File: config.mk
export PLATFORM = sky130hd
export DESIGN_NAME = msk_and_sched
export DESIGN_NICKNAME = d
export VERILOG_FILES = /design/src/rtl/msk_and_sched.sv
export SDC_FILE = /design/constraint.sdc
export NUM_CORES = 1
export LEC_CHECK = 0
export CAP_MARGIN = 30
export CORE_MARGIN = 2
export CORE_UTILIZATION = 35
export DETAILED_ROUTE_END_ITERATION = 10
export PLACE_DENSITY_LB_ADDON = 0.05
export SLEW_MARGIN = 20
export SYNTH_ARGS = -nofsm -noshare
export SYNTH_HDL_FRONTEND = slang
export SYNTH_SLANG_ARGS = --single-unit
File: constraint.sdc
create_clock -name clk -period 1.99 [get_ports clk]
set_input_delay 0.398 -clock clk [delete_from_list [all_inputs] [get_ports clk]]
set_output_delay 0.398 -clock clk [all_outputs]
set_load 0.03 [all_outputs]
File: src/rtl/msk_and_sched.sv
// Round-robin scheduler sharing one bank of W masked HPC2 AND gadgets between two
// requesters; operands arrive share-wise and each issue consumes one fresh rnd word.

// Output-side HPC2 AND gadget, 2-cycle latency: ina and rnd are presented in the issue
// cycle, inb and ina_prev one cycle later, and the result lands one cycle after that.
module msk_and_hpc2o #(
    parameter int d = 2,
    parameter int W = 32
) (
    input  logic                     clk,
    input  logic [W*d-1:0]           ina,
    input  logic [W*d-1:0]           ina_prev,
    input  logic [W*d-1:0]           inb,
    input  logic [W*d*(d-1)/2-1:0]   rnd,
    output logic [W*d-1:0]           out
);
    localparam int RL = d*(d-1)/2;

    typedef logic [d-1:0][d-1:0] mat_t;

    mat_t         r_m   [W];
    mat_t         r_reg [W];
    mat_t         s_reg [W];
    mat_t         p_rnd [W];
    mat_t         p_crs [W];
    logic [d-1:0] p_dom [W];

    function automatic int pidx(input int i, input int j);
        return i*d - (i*(i+1))/2 + (j - i - 1);
    endfunction

    // r_ij = r_ji; the diagonal carries no randomness and stays zero.
    always_comb begin
        for (int l = 0; l < W; l++) begin
            for (int i = 0; i < d; i++) begin
                for (int j = 0; j < d; j++) begin
                    r_m[l][i][j] = 1'b0;
                    if (i < j)
                        r_m[l][i][j] = rnd[l*RL + pidx(i, j)];
                    else if (i > j)
                        r_m[l][i][j] = rnd[l*RL + pidx(j, i)];
                end
            end
        end
    end

    always_ff @(posedge clk) begin
        for (int l = 0; l < W; l++) begin
            for (int i = 0; i < d; i++) begin
                for (int j = 0; j < d; j++) begin
                    r_reg[l][i][j] <= r_m[l][i][j];
                    s_reg[l][i][j] <= (i == j) ? 1'b0 : (ina[l*d + j] ^ r_m[l][i][j]);
                end
            end
        end
    end

    // Every partial product is registered before any XOR so shares never meet in logic.
    always_ff @(posedge clk) begin
        for (int l = 0; l < W; l++) begin
            for (int i = 0; i < d; i++) begin
                p_dom[l][i] <= ina_prev[l*d + i] & inb[l*d + i];
                for (int j = 0; j < d; j++) begin
                    p_rnd[l][i][j] <= ~inb[l*d + i] & r_reg[l][i][j];
                    p_crs[l][i][j] <=  inb[l*d + i] & s_reg[l][i][j];
                end
            end
        end
    end

    always_comb begin
        logic acc;
        out = '0;
        for (int l = 0; l < W; l++) begin
            for (int i = 0; i < d; i++) begin
                acc = p_dom[l][i];
                for (int j = 0; j < d; j++)
                    acc = acc ^ p_rnd[l][i][j] ^ p_crs[l][i][j];
                out[l*d + i] = acc;
            end
        end
    end
endmodule

module msk_and_sched #(
    parameter int d   = 2,
    parameter int W   = 32,
    parameter int RND = W*d*(d-1)/2
) (
    input  logic             clk,
    input  logic             rst_n,
    input  logic             in0_valid,
    output logic             in0_ready,
    input  logic [W*d-1:0]   in0_a,
    input  logic [W*d-1:0]   in0_b,
    input  logic             in1_valid,
    output logic             in1_ready,
    input  logic [W*d-1:0]   in1_a,
    input  logic [W*d-1:0]   in1_b,
    input  logic [RND-1:0]   rnd,
    input  logic             rnd_valid,
    output logic             rnd_ready,
    output logic             out0_valid,
    output logic             out1_valid,
    output logic [W*d-1:0]   out_data,
    output logic             busy
);
    localparam int N = W*d;

    logic         issue;
    logic         grant1;
    logic         prio;
    logic [N-1:0] ina_g;
    logic [N-1:0] a_reg;
    logic [N-1:0] b_reg;
    logic         v1, v2;
    logic         own1, own2;

    // Handshake: a transfer happens on a rising edge where valid & ready; ready is a
    // combinational function of both valids, rnd_valid and prio and never waits on itself.
    // rnd_ready pulses with every issue, so each rnd word feeds exactly one operation.
    always_comb begin
        grant1    = in1_valid & (~in0_valid | prio);
        issue     = rst_n & rnd_valid & (in0_valid | in1_valid);
        in0_ready = issue & ~grant1;
        in1_ready = issue & grant1;
        rnd_ready = issue;
        ina_g     = {N{issue}} & (grant1 ? in1_a : in0_a);
    end

    // Operand registers load only on issue so idle cycles never toggle stale shares.
    always_ff @(posedge clk) begin
        if (!rst_n) begin
            v1    <= 1'b0;
            v2    <= 1'b0;
            own1  <= 1'b0;
            own2  <= 1'b0;
            prio  <= 1'b0;
            a_reg <= '0;
            b_reg <= '0;
        end else begin
            v1   <= issue;
            v2   <= v1;
            own2 <= own1;
            if (issue) begin
                own1  <= grant1;
                prio  <= ~grant1;
                a_reg <= ina_g;
                b_reg <= grant1 ? in1_b : in0_b;
            end
        end
    end

    msk_and_hpc2o #(.d(d), .W(W)) u_gadget (
        .clk      (clk),
        .ina      (ina_g),
        .ina_prev (a_reg),
        .inb      (b_reg),
        .rnd      (rnd),
        .out      (out_data)
    );

    assign out0_valid = v2 & ~own2;
    assign out1_valid = v2 & own2;
    assign busy       = v1 | v2;
endmodule

==> run metrics <==
outcome finished, final reports clean; most common library cells after synthesis 421 x dfxtp_1, 192 x xnor2_1, 131 x and2_1, 124 x nor2b_1, 71 x nand2_1; Arr. time, crit path 1.53 ns; final setup vio count 0; Max FO, Critical Path 10; Fillers 3,837; Setup crit end kind output port; Max H-tree Level 2; relative slew slack 0.6062; Worst R2R Start prio$_SDFFE_PN0P_; IO Port Bufs 362; fin worst setup slack 0.05901 ns; multi-input logic area 6098 um2; max cap viols 0; Max Freq 517.9 MHz; maximum VDD drop 477.1 uV; Max Buffers Root-to-Sink 3; synth top area cells dfxtp_1 57%, xnor2_1 11%, a22oi_4 8.6%; total number of vias 9,598; Routed WL per cell 15.67 um; Final nets 1,905; unrepaired setup endpoints after global routing no; core outline area 41,950 um2; Netlist Area Pre-Place 14,880 um2; GR met3 Demand/Resource 0.04112; period utilization 0.9703; ys flop type dfxtp_1; global-route wire length before repair 52.90 mm; critical path startpoint category input pin; Initial Util 0.3548; fin. max-slew vios 0; #FFs+latches synth 421; clock slew at reported path FFs 0.06 ns; Seq pwr share 0.465; ys async rst share 0; Initial DRC Count 494; Worst Path Required 1.59 ns; layout cells sized above 1 0.1614; combinational share of power 0.117; Syn Nets 1,498; 1st-pass router iterations 7; Post-Syn Instances 1,205; number of global-route vias before repair 9,963; Synth area leader dfxtp_1; Cell Pwr Density 931.7 nW/um2; Die X 210.2 um; P_sw 4.379 mW; Yosys top cell area share 0.5663; die span in y 210.2 um; Fin. Hold Viols 0; Leak 8.726 nW; sequential cell area 8429 um2; cell with the most instances after synthesis dfxtp_1; DRC viols 0; gpl congestion 0.7195; row count 75; register area share after synthesis 0.5663; syn_area_per_cell 12.35 um2; Post-synth EDFFs 0; gr usage total 0.1543; Clock Latency Late Sink 0.55 ns; largest net degree at the start of global routing 132; WL final 34.20 mm; CTS tree yes; total congestion overflow 0; Sw Share 0.2248; hold-fix buffers at CTS 0; Critical Path Source in0_valid; clock skew 0.007353 ns; placed instance area 19,560 um2; Internal 15.10 mW; critical path class input pin to output port; DIE AREA 44,190 um2; Hold Path Origin rnd[11]; clk root buf clkbuf_16; Hold WS 0.3904 ns; TritonCTS Buffers 44; hpwl dp 25.14 mm; Final ANT Viol Nets 0; busiest grt layer met2; antenna violations before repair 5; Area growth, synth to finish 40.46%; actual slew at the worst max-slew pin 0.5907 ns; post-synth cell types 24; M2 GR Usage 0.2615; met1 usage 0.1890; TritonCTS Sinks 421; Yosys Warn Count 0; Final Cell Area 20,910 um2; Hold Path Class input pin to register; minimum clock period 1.931 ns; I/O pin count 363; dpl ws -0.05433 ns; DR vias/cell 4.397; Clk network pwr share 0.418
## power groups by stage
stage	logic, mW	clock network, mW	registers, mW
final	2.28	8.15	9.05
after global routing	2.44	8.77	9.10
after CTS	2.35	8.41	9.05
after detailed placement	2.40	0	9.24
after global placement	2.39	0	9.23
after floorplan	1.12	0	9.17
## worst paths after layout
| path | endpoint | slack (ns) | depth (start not counted) |
|---|---|---|---|
| max | rnd_ready | 0.06 | 6 |
| min reg2reg | u_gadget.p_crs[0][5]$_DFF_P_ | 0.43 | 1 |
| min | u_gadget.r_reg[0][23]$_DFF_P_ | 0.39 | 1 |
| max reg2reg | b_reg[5]$_SDFFE_PN0P_ | 0.26 | 7 |
## kinds of logic after synthesis
kind of cell | count (synthesis) | share of synthesized area
simple gates | 331 | 0.1274
compound gates | 201 | 0.1670
buf+inv | 60 | 0.02640
flops | 421 | 0.5663
xor+xnor | 192 | 0.1130
## per-stage QoR
stage / std cells / setup TNS [ns] / total power, mW / utilization
final: 2183 / 0 / 19.48 / 0.4984
after global routing: 2181 / 0 / 20.30 / 0.4983
after CTS: 2181 / 0 / 19.82 / 0.5015
after detailed placement: 2103 / -1.042 / 11.64 / 0.4663
after global placement: 2103 / -0.2261 / 11.62 / 0.4663
after floorplan: 1205 / 0 / 10.29 / -
## placed cells by master (no fill, tap or decap), types with 45 or more instances in the layout
cell / n
a21boi_1: 70
a222oi_1: 58
a22oi_4: 60
and2_1: 131
clkbuf_16: 45
clkdlybuf4s50_1: 291
dfxtp_1: 420
nand2_1: 71
nor2b_1: 124
xnor2_1: 190
## what timing repair did
item	CTS	global route
endpoints found under the setup margin	65	28
setup buffers	2	0
pin swaps	3	2
resized for setup	207	49
hold endpoints to repair	0	0
## layout make-up
type / count / area share
sequential: 421 / 0.4032
clock inverter: 10 / 0.005985
antenna: 2 / 0.0002394
inverter: 2 / 0.0003591
multi-input combinational: 724 / 0.2917
timing repair buffer: 419 / 0.2024
clock buffer: 66 / 0.06386
tap: 539 / 0.03226
## metal layers
| metal | vias up | part of all wire |
|---|---|---|
| li1 | 4896 | - |
| met1 | 4399 | 0.44 |
| met2 | 238 | 0.48 |
| met3 | 59 | 0.063 |
| met4 | 6 | 0.023 |
| met5 | - | 0.0013 |
## critical path, cell delays in order
cell and delay [ns]:
clkdlybuf4s50_1 0.42, buf_4 0.15, o21ai_4 0.18, buf_12 0.19, inv_2 0.03, buf_4 0.16
No activity file was read; power rests on OpenSTA's default activity.
